`src/rtl/key_debouncer_if.sv`:
```
// Raw push-button pins in, debounced levels and press/release pulses out.
interface key_debouncer_if #(
    parameter int unsigned NKEYS = 4
);
    logic [NKEYS-1:0] keysRaw;
    logic [NKEYS-1:0] keys;
    logic [NKEYS-1:0] pressed;
    logic [NKEYS-1:0] released;

    modport master (
        output keysRaw,
        input  keys,
        input  pressed,
        input  released
    );

    modport slave (
        input  keysRaw,
        output keys,
        output pressed,
        output released
    );
endinterface

```
`src/rtl/key_debouncer.sv`:
```
// Per-key 2-flop synchronizer plus stability counter; a new level is accepted
// only after it has been seen on DEBOUNCE_CYCLES consecutive synchronized samples.
module key_debouncer #(
    parameter int unsigned NKEYS           = 4,
    parameter int unsigned ACTIVE_LOW_IN   = 1,
    parameter int unsigned DEBOUNCE_CYCLES = 250000,
    parameter int unsigned CNT_BITS        = 18
) (
    input logic           clk,
    input logic           reset,
    key_debouncer_if.slave bus
);
    localparam logic [NKEYS-1:0]    POL_MASK = (ACTIVE_LOW_IN != 0) ? '1 : '0;
    localparam logic [CNT_BITS-1:0] CNT_LAST = CNT_BITS'(DEBOUNCE_CYCLES - 1);

    logic [NKEYS-1:0]    norm;
    logic [NKEYS-1:0]    s1;
    logic [NKEYS-1:0]    s2;
    logic [NKEYS-1:0]    key_q;
    logic [NKEYS-1:0]    press_q;
    logic [NKEYS-1:0]    release_q;
    logic [CNT_BITS-1:0] cnt [NKEYS];

    // After normalization 1 always means pressed, whatever the board polarity.
    assign norm = bus.keysRaw ^ POL_MASK;

    always_ff @(posedge clk) begin
        if (!reset) begin
            s1        <= '0;
            s2        <= '0;
            key_q     <= '0;
            press_q   <= '0;
            release_q <= '0;
            for (int unsigned i = 0; i < NKEYS; i++) begin
                cnt[i] <= '0;
            end
        end else begin
            s1        <= norm;
            s2        <= s1;
            press_q   <= '0;
            release_q <= '0;
            for (int unsigned i = 0; i < NKEYS; i++) begin
                if (s2[i] == key_q[i]) begin
                    cnt[i] <= '0;
                end else if (cnt[i] != CNT_LAST) begin
                    cnt[i] <= cnt[i] + CNT_BITS'(1);
                end else begin
                    // Counter clears on acceptance, so pulses cannot repeat next edge.
                    key_q[i]     <= s2[i];
                    cnt[i]       <= '0;
                    press_q[i]   <= s2[i];
                    release_q[i] <= !s2[i];
                end
            end
        end
    end

    assign bus.keys     = key_q;
    assign bus.pressed  = press_q;
    assign bus.released = release_q;
endmodule
```
`src/flat_wrapper.sv`:
```
// flat-port wrapper written by rule: the top's interface ports become plain ports
module key_debouncer_flat 
#(
    parameter int unsigned NKEYS           = 4,
    parameter int unsigned ACTIVE_LOW_IN   = 1,
    parameter int unsigned DEBOUNCE_CYCLES = 250000,
    parameter int unsigned CNT_BITS        = 18
)
  (clk, reset, bus_keysRaw, bus_keys, bus_pressed, bus_released);
  key_debouncer_if #(.NKEYS(NKEYS)) bus_i ();
  input logic clk;
  input logic reset;
  input wire logic [$bits(bus_i.keysRaw)-1:0] bus_keysRaw;
  output wire logic [$bits(bus_i.keys)-1:0] bus_keys;
  output wire logic [$bits(bus_i.pressed)-1:0] bus_pressed;
  output wire logic [$bits(bus_i.released)-1:0] bus_released;
  assign bus_i.keysRaw = bus_keysRaw;
  assign bus_keys = bus_i.keys;
  assign bus_pressed = bus_i.pressed;
  assign bus_released = bus_i.released;
  key_debouncer #(.NKEYS(NKEYS), .ACTIVE_LOW_IN(ACTIVE_LOW_IN), .DEBOUNCE_CYCLES(DEBOUNCE_CYCLES), .CNT_BITS(CNT_BITS)) u_core (.clk(clk), .reset(reset), .bus(bus_i));
endmodule
```
`config.mk`:
```
export PLATFORM = sky130hd
export DESIGN_NAME = key_debouncer_flat
export DESIGN_NICKNAME = d
export VERILOG_FILES = /design/src/rtl/key_debouncer_if.sv /design/src/rtl/key_debouncer.sv /design/src/flat_wrapper.sv
export SDC_FILE = /design/constraint.sdc
export NUM_CORES = 1
export LEC_CHECK = 0
export ABC_AREA = 1
export CORE_MARGIN = 5
export CORE_UTILIZATION = 49
export DETAILED_ROUTE_END_ITERATION = 6
export HOLD_SLACK_MARGIN = 0.12
export PLACE_DENSITY_LB_ADDON = 0.25
export SLEW_MARGIN = 20
export SYNTH_ARGS = -nofsm -noshare
export SYNTH_HDL_FRONTEND = slang
export SYNTH_SLANG_ARGS = --single-unit
```
`constraint.sdc`:
```
create_clock -name clk -period 4.6 [get_ports clk]
set_clock_uncertainty 0.1 [all_clocks]
set_input_delay 0.46 -clock clk [delete_from_list [all_inputs] [get_ports clk]]
set_output_delay 0.46 -clock clk [all_outputs]
set_load 0.05 [all_outputs]
```
==> results by group <==
GRT
  • Grt ovf: 0
  • Total GRT Usage: 0.160
  • Initial antenna violation count: 0
  • Global-route wire length before repair: 16.8 mm
  • Vias in the first global route: 3853
  • Largest net degree at the start of global routing: 19

Final layout
  • Layout cells sized above 1: 0.0640
  • Layout area overhead: 14.4%
  • Nets: 739
  • Ant. Diodes: 0
  • Commonest non-fill, non-tap cell in the layout: nand2_1
  • Most frequent cells in the layout: nand2_1, nor2_1, inv_1
  • Post-route insts no fill: 870

Floorplan
  • Site Rows: 37
  • Die area: 12600 sq um
  • I/O pins: 18
  • Initial Utilization: 0.498
  • CORE AREA: 10300 sq um
  • Die Ht: 112 microns
  • Die Width: 112 microns

STA
  • Max Clk Rate: 455 MHz
  • Min Hold Slack: 0.320 ns
  • Min cycle time layout: 2.20 ns
  • Endpoints failing setup: 0
  • Final period util: 0.477
  • Worst slew margin: 0.668
  • Slew Limit Fails: 0
  • Worst slew pin tran: 0.497 ns
  • Final Hold Violating Endpoints: 0
  • RSZ-0062 raised after global routing: false
  • Total negative setup slack: 0 ns

Power and ir drop
  • Total leakage power: 0.00229 uW
  • Sequential share of power: 0.606
  • Clock share of power: 0.344
  • Sw Ratio: 0.250
  • Power Internal: 1190 uW
  • Logic pwr share: 0.051
  • Power Density: 270 nW/um^2
  • VDD IR max: 0.000126 V
  • Design Power: 1580 uW
  • Switching pwr: 395 uW

Critical path
  • Critical path data arrival time: 1.64 ns
  • Worst EP required: 4.04 ns
  • Critical-path top delay cell: clkdlybuf4s50_1
  • Critical Path, Cell by Cell: clkdlybuf4s50_1
  • CP endpoint kind: output pin
  • CP peak stage delay: 0.83 ns
  • Startpoint types: flip-flop
  • Buffer and inverter count on the worst path: 1
  • Crit path max-delay family: buffers and inverters
  • R2R Path Start: u_core.cnt[0][54]$_SDFFCE_PP0P_
  • CP Max Fanout: 3
  • CP Class: reg2out
  • Reg2Reg Depth: 6
  • R2R Setup Slk: 2.68 ns
  • FF-to-FF End: u_core.cnt[0][65]$_SDFFCE_PP0P_

Clock tree
  • Clk pin slew, worst setup/hold paths: 0.09 ns
  • TritonCTS Buffers: 9
  • Clk_lat worst skew: 0.38 ns
  • Root Driver: clkbuf_8
  • Deepest clock path buffer count: 2
  • Setup Buffers After CTS: 0
  • Clock Sinks: 92
  • CTS hold repair buffers: 0
  • H-tree depth reported by CTS: 3
  • Post-CTS sizing: 0
  • CTS tree: yes

Synth
  • Compound-Gate Fraction of Synth Area: 0.0579
  • Yosys reg bits: 92
  • Avg Inst Size Synth: 8.06 sq um
  • Cell area after synthesis: 5120 sq um
  • Main combinational cell family by area after synthesis: simple AND/OR/NAND/NOR gates
  • Post-synthesis xor/xnor area fraction: 0.0393
  • Multiplexer area fraction after synthesis: 0
  • Cell count after synthesis: 635
  • Synthesis Warnings: 0
  • Post-synthesis adder-cell area fraction: 0.00977
  • Post-synth cell types: 27
  • Sequential area share after synthesis: 0.500
  • Simple-gate share of the synthesized area: 0.323

Detailed routing
  • Routed WL: 9.47 mm
  • Post-DRT Antenna Nets: 0
  • WL/cell: 10.9 microns
  • Drt drc: 0
  • Initial DRC Count: 244
  • Via count: 4049
  • Drt pass-1 iters: 5
  • Vias per cell: 4.65

Run status
  • Status: completed

Place
  • Placed cells: 854
  • Post-DP HPWL: 7.09 mm
  • Buffers on Ports: 17
  • RePlAce Congestion: 0.901

Hold path
  • Hold Path End: u_core.s2[2]$_SDFF_PN0_
  • Worst min path class: reg2reg
  • Min-delay src: u_core.s1[2]$_SDFF_PN0_
  • Hold path depth: 2

Run
  • Max Cap Viol: 0
==> power groups by stage <==
stage	logic [uW]	registers, uW	clock network, uW
after detailed placement	77.8	976	0
final	79.9	957	543
after global routing	94.0	963	590
after global placement	76.5	975	0
after CTS	78.6	957	558
after floorplan	65.6	967	0
==> worst max-delay path by stage <==
| stage | start | endpoint | slack (ns) | cells after the start |
|---|---|---|---|---|
| 2_1_floorplan | u_core.cnt[0][0]$_SDFFCE_PP0P_ | u_core.cnt[0][9]$_SDFFCE_PP0P_ | 2.90 | 9 |
| 3_3_place_gp | reset | u_core.cnt[0][2]$_SDFFCE_PP0P_ | 2.28 | 5 |
| 3_5_place_dp | reset | u_core.cnt[0][2]$_SDFFCE_PP0P_ | 2.19 | 5 |
| 4_1_cts | u_core.bus.keys[1]$_SDFFE_PN0N_ | bus_keys[1] | 2.37 | 1 |
| 5_1_grt | u_core.bus.keys[1]$_SDFFE_PN0N_ | bus_keys[1] | 2.34 | 1 |
| 6_report | u_core.bus.keys[1]$_SDFFE_PN0N_ | bus_keys[1] | 2.40 | 1 |
==> Yosys cell counts, drive strengths merged <==
master / count / area, sq um
a21oi: 37 / 204
ha: 4 / 50.1
buf: 5 / 61.3
nand4: 13 / 81.3
xor2: 16 / 140
xnor2: 7 / 61.3
edfxtp: 72 / 2160
inv: 78 / 293
o21ai: 14 / 70.1
nand2: 162 / 636
nor3: 9 / 45.0
dfxtp: 20 / 400
nand3: 45 / 250
conb: 1 / 3.75
or2: 6 / 37.5
o21bai: 3 / 22.5
nand3b: 3 / 22.5
nor2: 140 / 581
==> flip-flops by register name, summed over array words and instances, names as in the netlist <==
signal	cells
u_core.bus.released	4
u_core.cnt	72
u_core.s2	4
u_core.s1	4
u_core.bus.keys	4
u_core.bus.pressed	4
==> layout make-up <==
type / count / area, sq um
fill: 985 / 4420
sequential: 92 / 2560
multi-input combinational: 531 / 2470
inverter: 78 / 293
timing repair buffer: 17 / 170
tap: 136 / 170
clock buffer: 10 / 149
clock inverter: 6 / 45.0
==> layer usage <==
| metal | GRT usage | part of all wire | wire, microns | vias up |
|---|---|---|---|---|
| li1 | - | - | - | 2169 |
| met1 | 0.199 | 0.47 | 4490 | 1820 |
| met2 | 0.276 | 0.48 | 4540 | 49 |
| met3 | 0.0323 | 0.033 | 315 | 11 |
| met4 | 0.0601 | 0.013 | 127 | 0 |
| met5 | 0 | 0 | 0 | - |
==> stage by stage <==
| step | utilization | setup WS, ns | area [sq um] |
|---|---|---|---|
| final | 0.570 | 2.40 | 5860 |
| after global routing | 0.570 | 2.34 | 5860 |
| after CTS | 0.570 | 2.37 | 5860 |
| after detailed placement | 0.551 | 2.19 | 5670 |
| after global placement | 0.551 | 2.28 | 5670 |
| after floorplan | - | 2.90 | 5390 |
==> tightest hold or removal path, cell delays in order (launching register included) <==
cell,delay (ns)
dfxtp_1,0.32
nand2_1,0.05
inv_1,0.04
==> cells by family (layout without fill, tap and decap cells) <==
logic type	after synthesis	after routing
AND/OR/NAND/NOR	378	378
other	1	72
buffers and inverters	83	111
XOR/XNOR	23	23
flip-flops	92	92
adder cells (fa/ha/maj)	4	4
AO/OA/AOI/OAI	54	54
Power figures use the tool's default switching activity.
